[src/rtl/divisor_frequencia_prog.sv]
// Programmable clock divider: period and high-phase length are loaded through a
// valid/ready handshake and take effect only on a period boundary.
module divisor_frequencia_prog #(
    parameter int     WIDTH           = 28,
    parameter longint DEFAULT_DIVISOR = 50000000,
    parameter longint DEFAULT_HIGH    = DEFAULT_DIVISOR / 2
) (
    input  logic             clock_in,
    input  logic             reset,
    input  logic             enable,
    input  logic             load_valid,
    input  logic [WIDTH-1:0] load_divisor,
    input  logic [WIDTH-1:0] load_high,
    output logic             load_ready,
    output logic             load_err,
    output logic             clock_out,
    output logic             tick,
    output logic             pending
);

    if (DEFAULT_DIVISOR < 2 || DEFAULT_DIVISOR >= (longint'(1) << WIDTH)) begin : g_bad_default
        $error("DEFAULT_DIVISOR must lie in [2, 2**WIDTH - 1]");
    end

    localparam longint          HIGH_CLAMPED = (DEFAULT_HIGH < DEFAULT_DIVISOR) ? DEFAULT_HIGH
                                                                                : DEFAULT_DIVISOR;
    localparam logic [WIDTH-1:0] RST_DIV  = WIDTH'(DEFAULT_DIVISOR);
    localparam logic [WIDTH-1:0] RST_HIGH = WIDTH'(HIGH_CLAMPED);
    localparam logic [WIDTH-1:0] ONE      = WIDTH'(1);
    localparam logic [WIDTH-1:0] TWO      = WIDTH'(2);

    logic [WIDTH-1:0] counter;
    logic [WIDTH-1:0] active_div;
    logic [WIDTH-1:0] active_high;
    logic [WIDTH-1:0] shadow_div;
    logic [WIDTH-1:0] shadow_high;

    logic             last;
    logic             accept;
    logic             apply;

    assign last       = (counter == active_div - ONE);
    assign accept     = load_valid && !pending;
    // A pending pair never coexists with an accept, so a request taken on a
    // wrap edge naturally waits for the following wrap.
    assign apply      = pending && (!enable || last);

    assign load_ready = !pending;
    assign tick       = enable && last;
    // active_high is clamped to active_div, so this subtraction cannot wrap.
    assign clock_out  = enable && (counter >= active_div - active_high);

    // NOTE: all state uses non-blocking assignments so every register samples
    // the pre-edge values of its neighbours, whatever order the lines appear in.
    always_ff @(posedge clock_in) begin
        if (reset) begin
            counter     <= '0;
            active_div  <= RST_DIV;
            active_high <= RST_HIGH;
            shadow_div  <= RST_DIV;
            shadow_high <= RST_HIGH;
            pending     <= 1'b0;
            load_err    <= 1'b0;
        end else begin
            load_err <= 1'b0;

            if (!enable || last) begin
                counter <= '0;
            end else begin
                counter <= counter + ONE;
            end

            if (apply) begin
                active_div  <= shadow_div;
                active_high <= shadow_high;
                pending     <= 1'b0;
            end

            if (accept) begin
                if (load_divisor >= TWO) begin
                    shadow_div  <= load_divisor;
                    shadow_high <= (load_high > load_divisor) ? load_divisor : load_high;
                    pending     <= 1'b1;
                end else begin
                    load_err <= 1'b1;
                end
            end
        end
    end

endmodule
[config.mk]
export PLATFORM = sky130hd
export DESIGN_NAME = divisor_frequencia_prog
export DESIGN_NICKNAME = d
export VERILOG_FILES = /design/src/rtl/divisor_frequencia_prog.sv
export SDC_FILE = /design/constraint.sdc
export NUM_CORES = 1
export LEC_CHECK = 0
export CORE_MARGIN = 2
export CORE_UTILIZATION = 40
export CTS_CLUSTER_SIZE = 12
export DETAILED_ROUTE_END_ITERATION = 10
export PLACE_DENSITY = 0.56
export REMOVE_ABC_BUFFERS = 1
export SLEW_MARGIN = 20
export SYNTH_ARGS = -nofsm -noshare
export SYNTH_HDL_FRONTEND = slang
export SYNTH_SLANG_ARGS = --single-unit
[constraint.sdc]
create_clock -name clock_in -period 17.6 [get_ports clock_in]
set_clock_uncertainty 0.05 [all_clocks]
set_input_delay 5.28 -clock clock_in [delete_from_list [all_inputs] [get_ports clock_in]]
set_output_delay 5.28 -clock clock_in [all_outputs]
set_load 0.1 [all_outputs]
Word level (Yosys, flattened, before mapping). Cells that the tools add are included.

Register bits: 142. Bits in latches: 0. RAM bits: 0. ROM bits: 0. Logic and storage cells: 30. Memories kept: 0.

$add $sub $neg: 3. Multiply operators: 0. Divide/modulo/power cells: 0. $lt $le $gt $ge: 3. Equal/unequal tests: 1. Shifts and indexed selects: 0. Multiplexer cells: 5. Bitwise operators: 1. Reductions and logical operators: 10.

Operator list (count): $add A28 B1 Y28 const B (1); $eq A28 B28 Y1 (1); $ge A28 B2 Y1 const B (1); $ge A28 B28 Y1 (1); $gt A28 B28 Y1 (1); $mux W28 (1); $sub A28 B1 Y28 const B (1); $sub A28 B28 Y28 (1); $logic_and A1 B1 Y1 (4); $mux W1 (4); $reduce_or A2 Y1 (2); $logic_not A1 Y1 (2); $reduce_and A2 Y1 (1); $logic_or A1 B1 Y1 (1); $not A1 Y1 (1).

Depth between registers and ports, before layout.
Depth in word-level cells: 7. Gate-level depth with buffers: 20. Gate-level depth less buffers: 20.

Least setup slack after synthesis. Ideal clock, no wire load.

Kind: input-to-output. Start point: input enable. End point: output tick. Arrival: 8327 ps. Required time: 12270 ps. Path slack: 3943 ps. Stages: 1. Buffers on the path: 0. Cell sequence: nor4b_1.

Cells in the longest elaborated chain, start to end: 1.

Ends and longest elaborated chain: start, declared (line 10) `input logic enable,`; $logic_and A1 B1 Y1 (line 49) `assign tick = enable && last;`; end, declared (line 17) `output logic tick,`.

Every way passes these cells.

Worst setup path in the final report.
Start point: input enable. End point: output clock_out.

Cells in the longest elaborated chain, start to end: 1.

Ends and longest elaborated chain: $logic_and A1 B1 Y1 (line 51) `assign clock_out = enable && (counter >= active_div - active_high);`; end, declared (line 16) `output logic clock_out,`.

Every way passes these cells.

==> load_flow_metrics.sql <==
INSERT INTO impl_metrics (metric_group, metric, value, unit) VALUES
('timing', 'clock.fmax', '77.4', 'MHz'),
('timing', 'totalNegativeSetupSlack', '0', 'ns'),
('timing', 'min_period_over_period', '0.734', ''),
('critical_path', 'cell_breakdown_of_the_critical_path', 'clkdlybuf4s50_1, nand2_1, nor3_1, nand2_1, nand2_1, a31o_2, clkdlybuf4s50_1', ''),
('timing', 'post-route-worst-setup-slack', '4.68', 'ns'),
('synth', 'ffs_latches_synth', '142', ''),
('floorplan', 'std_cell_rows', '56', ''),
('detailed_routing', 'route.detailed.drc', '0', ''),
('status', 'outcome', 'finished clean', ''),
('critical_path', 'setup.reg_to_reg.worst_slack', '13.18', 'ns'),
('clock_tree', 'clock-sinks', '142', ''),
('global_routing', 'grt_use_total', '0.191', ''),
('power_and_ir_drop', 'power.share.switching', '0.278', ''),
('power_and_ir_drop', 'comb_power_share', '0.155', ''),
('floorplan', 'fp.dieArea', '0.0253', 'mm^2'),
('cells_and_area', 'sequential_area', '0.00284', 'mm^2'),
('clock_tree', 'post_cts.repair.setup_buffers', '0', ''),
('synth', 'yosysUniqueCellTypes', '66', ''),
('clock_tree', 'root_buffer', 'sky130_fd_sc_hd__clkbuf_16', ''),
('power_and_ir_drop', 'power_density', '76.0', 'mW/mm^2'),
('synth', 'synth_flop_cell', 'sky130_fd_sc_hd__dfxtp_1', ''),
('cells_and_area', 'multiInputGateArea', '0.00622', 'mm^2'),
('timing', 'timing_worst_slew_pin_value', '1.09', 'ns'),
('floorplan', 'core_area', '0.0235', 'mm^2'),
('cells_and_area', 'fillerInstances', '2415', ''),
('power_and_ir_drop', 'cellLeakagePower', '4.43', 'nW'),
('detailed_routing', 'num_vias', '8206', ''),
('detailed_routing', 'post_drt_wl_per_cell', '15.6', 'um'),
('power_and_ir_drop', 'total_switching_power', '0.232', 'mW'),
('clock_tree', 'ctsResizeCount', '0', ''),
('power_and_ir_drop', 'peakVddDrop', '57.0', 'uV'),
('global_routing', 'antenna_found_initial', '0', ''),
('power_and_ir_drop', 'clockPowerShare', '0.434', ''),
('synth', 'synth.cell_area', '0.00963', 'mm^2'),
('timing', 'max_slew_margin', '0.273', ''),
('clock_tree', 'clock_insertion_delay_worst_skew', '0.43', 'ns'),
('min_path', 'timing.hold.worst.class', 'flop to flop', ''),
('critical_path', 'cp-start-kind', 'primary input', ''),
('cells_and_area', 'layout-drive-gt1-share', '0.0464', ''),
('critical_path', 'critPathMaxFanout', '6', ''),
('critical_path', 'path_buf_inv', '2', ''),
('synth', 'async_flop_share', '0', ''),
('place', 'dpl_worst_slack', '4.67', 'ns'),
('global_routing', 'number_of_global_route_vias_before_repair', '7763', ''),
('critical_path', 'worst-setup-path-type', 'primary input to output port', ''),
('synth', 'synth_sequential_area_ratio', '0.295', ''),
('clock_tree', 'clk_transition_reported_paths', '0.06', 'ns'),
('timing', 'timing_max_transition_violations_final', '0', ''),
('clock_tree', 'cts_inserted_buffers', '17', ''),
('critical_path', 'worst_path_largest_cell_delay', '1.13', 'ns'),
('synth', 'synth_cells', '1188', ''),
('clock_tree', 'cts.htree.levels', '4', ''),
('floorplan', 'start_util', '0.409', ''),
('run', 'max_cap_viol_count', '0', ''),
('clock_tree', 'holdBufCountCts', '0', ''),
('critical_path', 'cp-end-kind', 'output port', ''),
('cells_and_area', 'insertedDiodeCount', '0', ''),
('timing', 'grt_setup_unrepaired', 'false', ''),
('place', 'hpwl', '17.9', 'mm'),
('floorplan', 'floorplan.die.height', '159', 'um'),
('detailed_routing', 'drt_first_iter_violations', '544', ''),
('synth', 'synth-warning-count', '0', ''),
('detailed_routing', 'route.detailed.vias_per_inst', '5.30', ''),
('place', 'gp_congestion', '0.884', ''),
('detailed_routing', 'route.final.wire_length', '24.2', 'mm'),
('cells_and_area', 'synthToLayoutAreaGrowth', '14.5', '%'),
('timing', 'setup_viol', '0', ''),
('detailed_routing', 'first_pass_iters', '5', ''),
('critical_path', 'critPathMostFrequentCell', 'sky130_fd_sc_hd__nand2_1', ''),
('power_and_ir_drop', 'p_int', '0.605', 'mW'),
('floorplan', 'floorplan.die.width', '159', 'um');
## path summary, 6_finish.rpt
path                                start                           end  cells after the start
max reg2reg    active_div[0]$_SDFFE_PP0P_  active_high[11]$_SDFFE_PP1P_                     10
min          active_high[10]$_SDFFE_PP0P_  active_high[10]$_SDFFE_PP0P_                      2
max                                enable                     clock_out                      7
min reg2reg  active_high[10]$_SDFFE_PP0P_  active_high[10]$_SDFFE_PP0P_                      2
## synthesized netlist by cell type (22+ instances only)
| cell | instances | area, um^2 |
|---|---|---|
| sky130_fd_sc_hd__a21o_1 | 31 | 233 |
| sky130_fd_sc_hd__nor3_1 | 31 | 155 |
| sky130_fd_sc_hd__clkbuf_1 | 47 | 176 |
| sky130_fd_sc_hd__ha_1 | 85 | 1060 |
| sky130_fd_sc_hd__nor4_1 | 28 | 175 |
| sky130_fd_sc_hd__nand4_1 | 23 | 144 |
| sky130_fd_sc_hd__nor2_1 | 129 | 484 |
| sky130_fd_sc_hd__o21ai_0 | 22 | 110 |
| sky130_fd_sc_hd__a211oi_1 | 22 | 165 |
| sky130_fd_sc_hd__dfxtp_1 | 142 | 2840 |
| sky130_fd_sc_hd__nand2_1 | 141 | 529 |
| sky130_fd_sc_hd__inv_1 | 72 | 270 |
| sky130_fd_sc_hd__xnor2_1 | 38 | 333 |
| sky130_fd_sc_hd__a21oi_1 | 62 | 310 |
| sky130_fd_sc_hd__xor2_1 | 42 | 368 |
| sky130_fd_sc_hd__mux2i_1 | 73 | 731 |
## cell usage in the layout (no fill, tap or decap), drive strengths merged, types with 38 or more instances in the layout
cell type	n
inv	77
mux2i	73
xor2	42
ha	85
nor2	129
a21oi	62
nand2	141
xnor2	38
dfxtp	142
clkdlybuf4s50	63
## worst min-delay path: stages (launching register included)
cell and delay, ns:
sky130_fd_sc_hd__dfxtp_1 0.31, sky130_fd_sc_hd__nand2_1 0.05, sky130_fd_sc_hd__mux2i_1 0.05
## logic make-up (layout without fill, tap and decap cells)
kind of cell | count (synthesis) | in the layout | share of synthesized area
mux | 73 | 73 | 0.0759
buf+inv | 136 | 177 | 0.0622
fa+ha+maj | 86 | 86 | 0.112
xor+xnor | 80 | 80 | 0.0727
compound gates | 216 | 216 | 0.156
flops | 142 | 142 | 0.295
simple gates | 455 | 455 | 0.226
## registers in the layout, indices dropped and copies added (netlist names)
register and cells:
active_div 28, shadow_high 28, counter 28, pending 1, shadow_div 28, active_high 28, load_err 1
## through the flow
step           hold WS (ns)  cells  utilization  area (um^2)  power (mW)
2_1_floorplan         0.381   1125            -         9310       0.435
3_3_place_gp          0.393   1516        0.443        10400       0.479
3_5_place_dp          0.397   1517        0.444        10400       0.481
4_1_cts               0.407   1548        0.468        11000       0.845
5_1_grt               0.424   1548        0.468        11000       0.874
6_report              0.405   1548        0.468        11000       0.838
## power groups by stage
stage | clock network, mW | registers (mW) | logic, mW
after floorplan | 0 | 0.349 | 0.0855
after global placement | 0 | 0.351 | 0.128
after detailed placement | 0 | 0.351 | 0.130
after CTS | 0.371 | 0.344 | 0.130
after global routing | 0.383 | 0.346 | 0.146
final | 0.363 | 0.344 | 0.130
## layer usage
| metal | GRT usage | part of all wire | up-vias |
|---|---|---|---|
| li1 | - | - | 4288 |
| met1 | 0.284 | 0.54 | 3723 |
| met2 | 0.277 | 0.40 | 160 |
| met3 | 0.0300 | 0.034 | 35 |
| met4 | 0.0711 | 0.027 | 0 |
| met5 | 0 | 0 | - |
## final cells by class
| class | instances | share of cell area |
|---|---|---|
| Clock inverter | 11 | 0.0120 |
| Clock buffer | 20 | 0.0405 |
| Timing Repair Buffer | 73 | 0.0647 |
| Inverter | 73 | 0.0248 |
| Multi-Input combinational cell | 910 | 0.564 |
| Tap cell | 319 | 0.0362 |
| Sequential cell | 142 | 0.258 |
Note: power is estimated with default switching activity, not from simulation.
